===== src/rtl/pc_plus4_if.sv =====
// Bus bundle for the PC+4 sequential-address generator.
// The datapath owns PC; the generator returns the next address, its flags and their registered copies.
interface pc_plus4_if #(
  parameter int XLEN = 32
);
  logic [XLEN-1:0] PC;
  logic [XLEN-1:0] Next_PC;
  logic            carry_out;
  logic            misaligned;
  logic [XLEN-1:0] Next_PC_q;
  logic            carry_q;
  logic            misaligned_q;
  logic            valid_q;

  modport master (
    output PC,
    input  Next_PC, carry_out, misaligned,
    input  Next_PC_q, carry_q, misaligned_q, valid_q
  );

  modport slave (
    input  PC,
    output Next_PC, carry_out, misaligned,
    output Next_PC_q, carry_q, misaligned_q, valid_q
  );
endinterface


===== src/rtl/pc_plus4.sv =====
// Sequential-address generator: combinational PC + INC with wrap/misalignment flags,
// plus a one-cycle registered copy of all three and a valid flag.
module pc_plus4 #(
  parameter int          XLEN       = 32,
  parameter int unsigned INC        = 4,
  parameter int          ALIGN_BITS = 2
) (
  input logic        clk,
  input logic        rst,
  pc_plus4_if.slave  bus
);

  logic [XLEN:0]   sum;
  logic [XLEN-1:0] nextPc_d, nextPc_q;
  logic            carry_d, carry_q;
  logic            misaligned_d, misaligned_q;
  logic            valid_q;

  // One extra sum bit exposes the address wrap as carry_out.
  assign sum           = {1'b0, bus.PC} + (XLEN+1)'(INC);
  assign bus.Next_PC   = sum[XLEN-1:0];
  assign bus.carry_out = sum[XLEN];

  generate
    if (ALIGN_BITS > 0) begin : g_align
      assign bus.misaligned = |bus.PC[ALIGN_BITS-1:0];
    end else begin : g_noAlign
      assign bus.misaligned = 1'b0;
    end
  endgenerate

  always_comb begin
    nextPc_d     = bus.Next_PC;
    carry_d      = bus.carry_out;
    misaligned_d = bus.misaligned;
  end

  always_ff @(posedge clk) begin
    if (rst) begin
      nextPc_q     <= '0;
      carry_q      <= 1'b0;
      misaligned_q <= 1'b0;
      valid_q      <= 1'b0;
    end else begin
      nextPc_q     <= nextPc_d;
      carry_q      <= carry_d;
      misaligned_q <= misaligned_d;
      valid_q      <= 1'b1;
    end
  end

  assign bus.Next_PC_q    = nextPc_q;
  assign bus.carry_q      = carry_q;
  assign bus.misaligned_q = misaligned_q;
  assign bus.valid_q      = valid_q;

endmodule


===== src/flat_wrapper.sv =====
// flat-port wrapper written by rule: the top's interface ports become plain ports
module pc_plus4_flat 
#(
  parameter int          XLEN       = 32,
  parameter int unsigned INC        = 4,
  parameter int          ALIGN_BITS = 2
)
  (clk, rst, bus_PC, bus_Next_PC, bus_carry_out, bus_misaligned, bus_Next_PC_q, bus_carry_q, bus_misaligned_q, bus_valid_q);
  pc_plus4_if #(.XLEN(XLEN)) bus_i ();
  input logic clk;
  input logic rst;
  input wire logic [$bits(bus_i.PC)-1:0] bus_PC;
  output wire logic [$bits(bus_i.Next_PC)-1:0] bus_Next_PC;
  output wire logic [$bits(bus_i.carry_out)-1:0] bus_carry_out;
  output wire logic [$bits(bus_i.misaligned)-1:0] bus_misaligned;
  output wire logic [$bits(bus_i.Next_PC_q)-1:0] bus_Next_PC_q;
  output wire logic [$bits(bus_i.carry_q)-1:0] bus_carry_q;
  output wire logic [$bits(bus_i.misaligned_q)-1:0] bus_misaligned_q;
  output wire logic [$bits(bus_i.valid_q)-1:0] bus_valid_q;
  assign bus_i.PC = bus_PC;
  assign bus_Next_PC = bus_i.Next_PC;
  assign bus_carry_out = bus_i.carry_out;
  assign bus_misaligned = bus_i.misaligned;
  assign bus_Next_PC_q = bus_i.Next_PC_q;
  assign bus_carry_q = bus_i.carry_q;
  assign bus_misaligned_q = bus_i.misaligned_q;
  assign bus_valid_q = bus_i.valid_q;
  pc_plus4 #(.XLEN(XLEN), .INC(INC), .ALIGN_BITS(ALIGN_BITS)) u_core (.clk(clk), .rst(rst), .bus(bus_i));
endmodule

===== config.mk =====
export PLATFORM = sky130hd
export DESIGN_NAME = pc_plus4_flat
export DESIGN_NICKNAME = d
export VERILOG_FILES = /design/src/rtl/pc_plus4_if.sv /design/src/rtl/pc_plus4.sv /design/src/flat_wrapper.sv
export SDC_FILE = /design/constraint.sdc
export NUM_CORES = 1
export LEC_CHECK = 0
export ABC_AREA = 1
export ABC_CLOCK_PERIOD_IN_PS = 1490
export CORE_MARGIN = 2
export CORE_UTILIZATION = 39
export CTS_CLUSTER_SIZE = 14
export DETAILED_ROUTE_END_ITERATION = 16
export GPL_TIMING_DRIVEN = 0
export PLACE_DENSITY = 0.81
export SYNTH_ARGS = -nofsm -noshare
export SYNTH_HDL_FRONTEND = slang
export SYNTH_SLANG_ARGS = --single-unit

===== constraint.sdc =====
create_clock -name clk -period 1.49 [get_ports clk]
set_clock_uncertainty 0.1 [all_clocks]
set_input_delay 0.2235 -clock clk [delete_from_list [all_inputs] [get_ports clk]]
set_output_delay 0.2235 -clock clk [all_outputs]
set_load 0.03 [all_outputs]

* After elaboration in Yosys (flattened, before gate mapping)
Cells that the tools add are included.
** Word-level totals
- Bits of input ports :: 34
- Register bits after elaboration :: 35
- Output and inout bits :: 69
- Word-level logic and storage cells :: 7
** Cells by class
- Mux-type cells :: 1
- Add/sub/neg operators :: 1
- Reductions and logical operators :: 1
** Operator list (number)
- adder 32 x 3 -> 33 bit (second input constant) :: 1
- OR reduction 2 bit :: 1
- two-way mux 1 bit :: 1

* Longest topological paths before layout
Gate-level depths: netlist of run 1.
- Word-level depth :: 1
- Depth in mapped cells :: 9
- Depth with buffers taken out :: 9

* Least setup slack after synthesis of run 1
Ideal clock, no wire load.
- Kind :: in2out
- Start :: in bus_PC[2]
- End :: out bus_carry_out
- Path slack :: -0.190 ns
- Buffers on the path :: 0
- Arrival time :: 1.356 ns
- Stages on the path :: 7
- Required time :: 1.167 ns
- Path through :: ha_1 -> nand2_2 -> nor2_2 -> nand2_2 -> nor2_2 -> nand2_1 -> nor2_1
** On the way
- Word-level cells in the longest chain between the ends :: 1
** Ends and longest elaborated chain
- start, declared :: line flat_wrapper.sv:12 : input wire logic [$bits(bus_i.PC)-1:0] bus_PC;
- adder 32 x 3 -> 33 bit :: line pc_plus4.sv:20 : assign sum = {1'b0, bus.PC} + (XLEN+1)'(INC);
- end, declared :: line flat_wrapper.sv:14 : output wire logic [$bits(bus_i.carry_out)-1:0] bus_carry_out;
Every way passes these cells.

* Worst setup path in the final report of run 1
- Start :: in bus_PC[4]
- End :: out bus_Next_PC[27]
** On the way
- Word-level cells in the longest chain between the ends :: 1
** Ends and longest elaborated chain
- adder 32 x 3 -> 33 bit :: line pc_plus4.sv:20
- end, declared :: line flat_wrapper.sv:13 : output wire logic [$bits(bus_i.Next_PC)-1:0] bus_Next_PC;
Every way passes these cells.

==> impl_metrics.tcl, run 1 <==
set metrics [dict create \
    fin_area_um2 3480 \
    fillers 335 \
    maxSlewHeadroom_pct 63.0 \
    rsz0062_at_grt "true" \
    cts_root_buf "clkbuf_8" \
    netlist_top_cells_area "dfxtp_1, nand2_1, nor2_1" \
    grt_start_max_net_pins 12 \
    synth_edf_count 0 \
    end_kind "primary output" \
    drc 0 \
    layout.cells.non_filler 476 \
    peakVddDrop_mv 0.476 \
    regArea_um2 701 \
    start_kind "input port" \
    multiInputGateArea_um2 1410 \
    hpwl_um 4430 \
    grt_pass1_wl_um 9360 \
    cts.sinks 35 \
    crit_path_top_delay_cell "nor2_4" \
    hold_viol 0 \
    synth.distinct_cells 23 \
    drive_gt1_share_pct 49.1 \
    detail-route-antenna-nets 0 \
    max_freq_ghz 0.607 \
    routed_wl_um 6720 \
    die_area_um2 5420 \
    syn_area_per_cell_um2 6.43 \
    powerDensity_nw_per_um2 744 \
    antenna_found_initial 0 \
    place_inst 449 \
    synth-seq-cells 35 \
    syn-cell-area_um2 1890 \
    synth.top_cell.area_share_pct 37.1 \
    fin_ws_ps -156 \
    cts_tree "yes" \
    postPlaceCellArea_um2 2980 \
    grt_pass1_vias 2082 \
    dr_total_vias 2309 \
    cp_data_required_time_ps 1170 \
    cts_buffers 5 \
    vias_per_cell 4.85 \
    path_cells "buf_4 > nand2_2 > nor2_4 > nand2_4 > buf_6 > nor2_4 > nand3_1 > nand2_1 > buf_6" \
    core-area_um2 4690 \
    ys_seq_area_share_pct 37.1 \
    path_buf_inv 3 \
    run_status "finished with violations" \
    period_needed_ps 1650 \
    async_flop_share_pct 0 \
    io-pin-count 103 \
    fp-row-count 25 \
    synth_cells 294 \
    ys_warn_count 0 \
    cts.path.max_buffers 2 \
    synth_ff_type "dfxtp_1" \
    hold_path.class "input port to flop" \
    htree_num_levels 2 \
    chipHeight_um 73.6 \
    start_util_pct 40.3 \
    synth.most_common_cell "nand2_1" \
    synth_top_area_cell "dfxtp_1" \
    grt.total_usage_pct 22.8 \
    path_max_fanout 4 \
    die_w_um 73.6 \
    drtIter0Drc 146 \
    cp.arrival_ps 1320 \
    post_drt_wl_per_cell_um 14.1 \
    globalplace.congestion 0.889 \
    grt-ovfl-total 0 \
    dr.pass1.iters 4 \
    synth.top_cells.by_count "nand2_1, nor2_1, inv_1, dfxtp_1, a21oi_1" \
    diodes 0 \
    leakage_nw 1.76 \
    failed_checks "setup timing" \
    synth_fp_nets 329 \
    slowest_delay_ps 180 \
    area_growth_syn_to_layout_pct 84.0 \
    clkTransAtPathRegs_ps 70 \
    final_max_slew_viol_count 0 \
    crit_type "input port to primary output" \
    port_buffers 101 \
    nNetsFinal 457 \
    cp_top_family "simple AND/OR/NAND/NOR gates" \
    max_cap_viol_count 0 \
    tightest_slew_ps 555 \
    setup_viol 25 \
    fin_crit_sh_pct 110 \
]
==> stage by stage <==
step | utilization (%) | hold slack, ps | power (mW) | worst slack [ps] | setup TNS [ps]
after global routing | 74.1 | 143 | 2.69 | -207 | -3670
after CTS | 71.8 | 148 | 2.58 | -127 | -1440
after detailed placement | 63.5 | 574 | 1.73 | -1240 | -41180
after floorplan | - | 196 | 1.39 | -64.2 | -74.1
after global placement | 63.5 | 569 | 1.72 | -1210 | -39800
final | 74.1 | 135 | 2.59 | -156 | -2290
==> cells by family (layout without fill, tap and decap cells) <==
group / count (synthesis) / after routing / share of synthesized area, %
adder cells (fa/ha/maj): 1 / 1 / 0.662
flip-flops: 35 / 35 / 37.1
AND/OR/NAND/NOR: 179 / 179 / 42.8
buffers and inverters: 47 / 175 / 9.73
XOR/XNOR: 6 / 6 / 2.78
AO/OA/AOI/OAI: 26 / 26 / 6.89
==> registers in the layout, summed over array words and instances (netlist names) <==
name / cells
u_core.bus.Next_PC_q: 32
u_core.bus.carry_q: 1
u_core.bus.misaligned_q: 1
u_core.bus.valid_q: 1
==> routing by layer <==
layer  vias to the layer above  track usage, %  share of wire [%]
met5                         -               0                  0
met4                         0            9.29                2.9
met3                        19            7.13                7.1
met2                        94            38.7                 52
met1                      1048            26.5                 38
li1                       1148               -                  -
==> timing repair <==
item	CTS	global route
endpoints found under the hold margin	1	0
hold buffers	1	0
buffers inserted	15	4
pin swaps	45	29
endpoints found under the setup margin	83	32
resized for setup	425	57
==> layout make-up <==
class                      count  area share, %
buffer                         6          0.864
clock buffer                   5           1.98
clock inverter                 2           1.08
inverter                      41           4.43
multi-input combinational    212           40.4
sequential                    35           20.2
tap                           54           1.94
timing repair buffer         121           29.1
==> path summary, 6_finish.rpt <==
kind | start | cells past startpoint | to
max | bus_PC[4] | 9 | bus_Next_PC[27]
min | bus_PC[29] | 3 | u_core.bus.Next_PC_q[29]
==> tightest hold or removal path, delay by kind of cell <==
kind / cells / cell delay (ps)
buf+inv: 1 / 120
simple gates: 1 / 80
compound gates: 1 / 50
==> layout by cell type, fill, tap and decap left out, types with 2 or more instances in the layout <==
cell             Yosys  routed
nor2_4               5      20
nand2_4              2      11
nand3_2              0       3
clkbuf_8             0       5
inv_1               41      38
buf_4                2      27
xor2_1               4       2
a21oi_1             19      19
buf_2                0      20
clkdlybuf4s50_1      0       3
xor2_2               0       2
inv_2                0       3
nand2_1             93      35
o21ai_1              0       5
nand3b_1             2       2
buf_6                0      25
nor2_2               6      14
nor2_1              46      23
dfxtp_1             35      35
nand3_1             11       8
nor3_1               3       2
clkbuf_2             0       6
clkbuf_1             4       4
dlygate4sd2_1        0      37
xnor2_2              0       2
nor3_2               1       2
clkdlybuf4s15_2      0       3
nand2_2              6      55
==> power breakdown <==
group | switching (mW) | internal, mW
Clock | 0.336 | 0.488
Sequential | 0.00994 | 0.986
Combinational | 0.489 | 0.276
Power figures use the tool's default switching activity.
==> inputs of run 2 (changes only) <==
- CTS_BUF_LIST: not set -> sky130_fd_sc_hd__clkbuf_8 sky130_fd_sc_hd__clkbuf_16
- CTS_CLUSTER_DIAMETER: not set -> 30
==> results of run 2 <==
The final DEF is identical to that of run 1; final timing and power are the same.
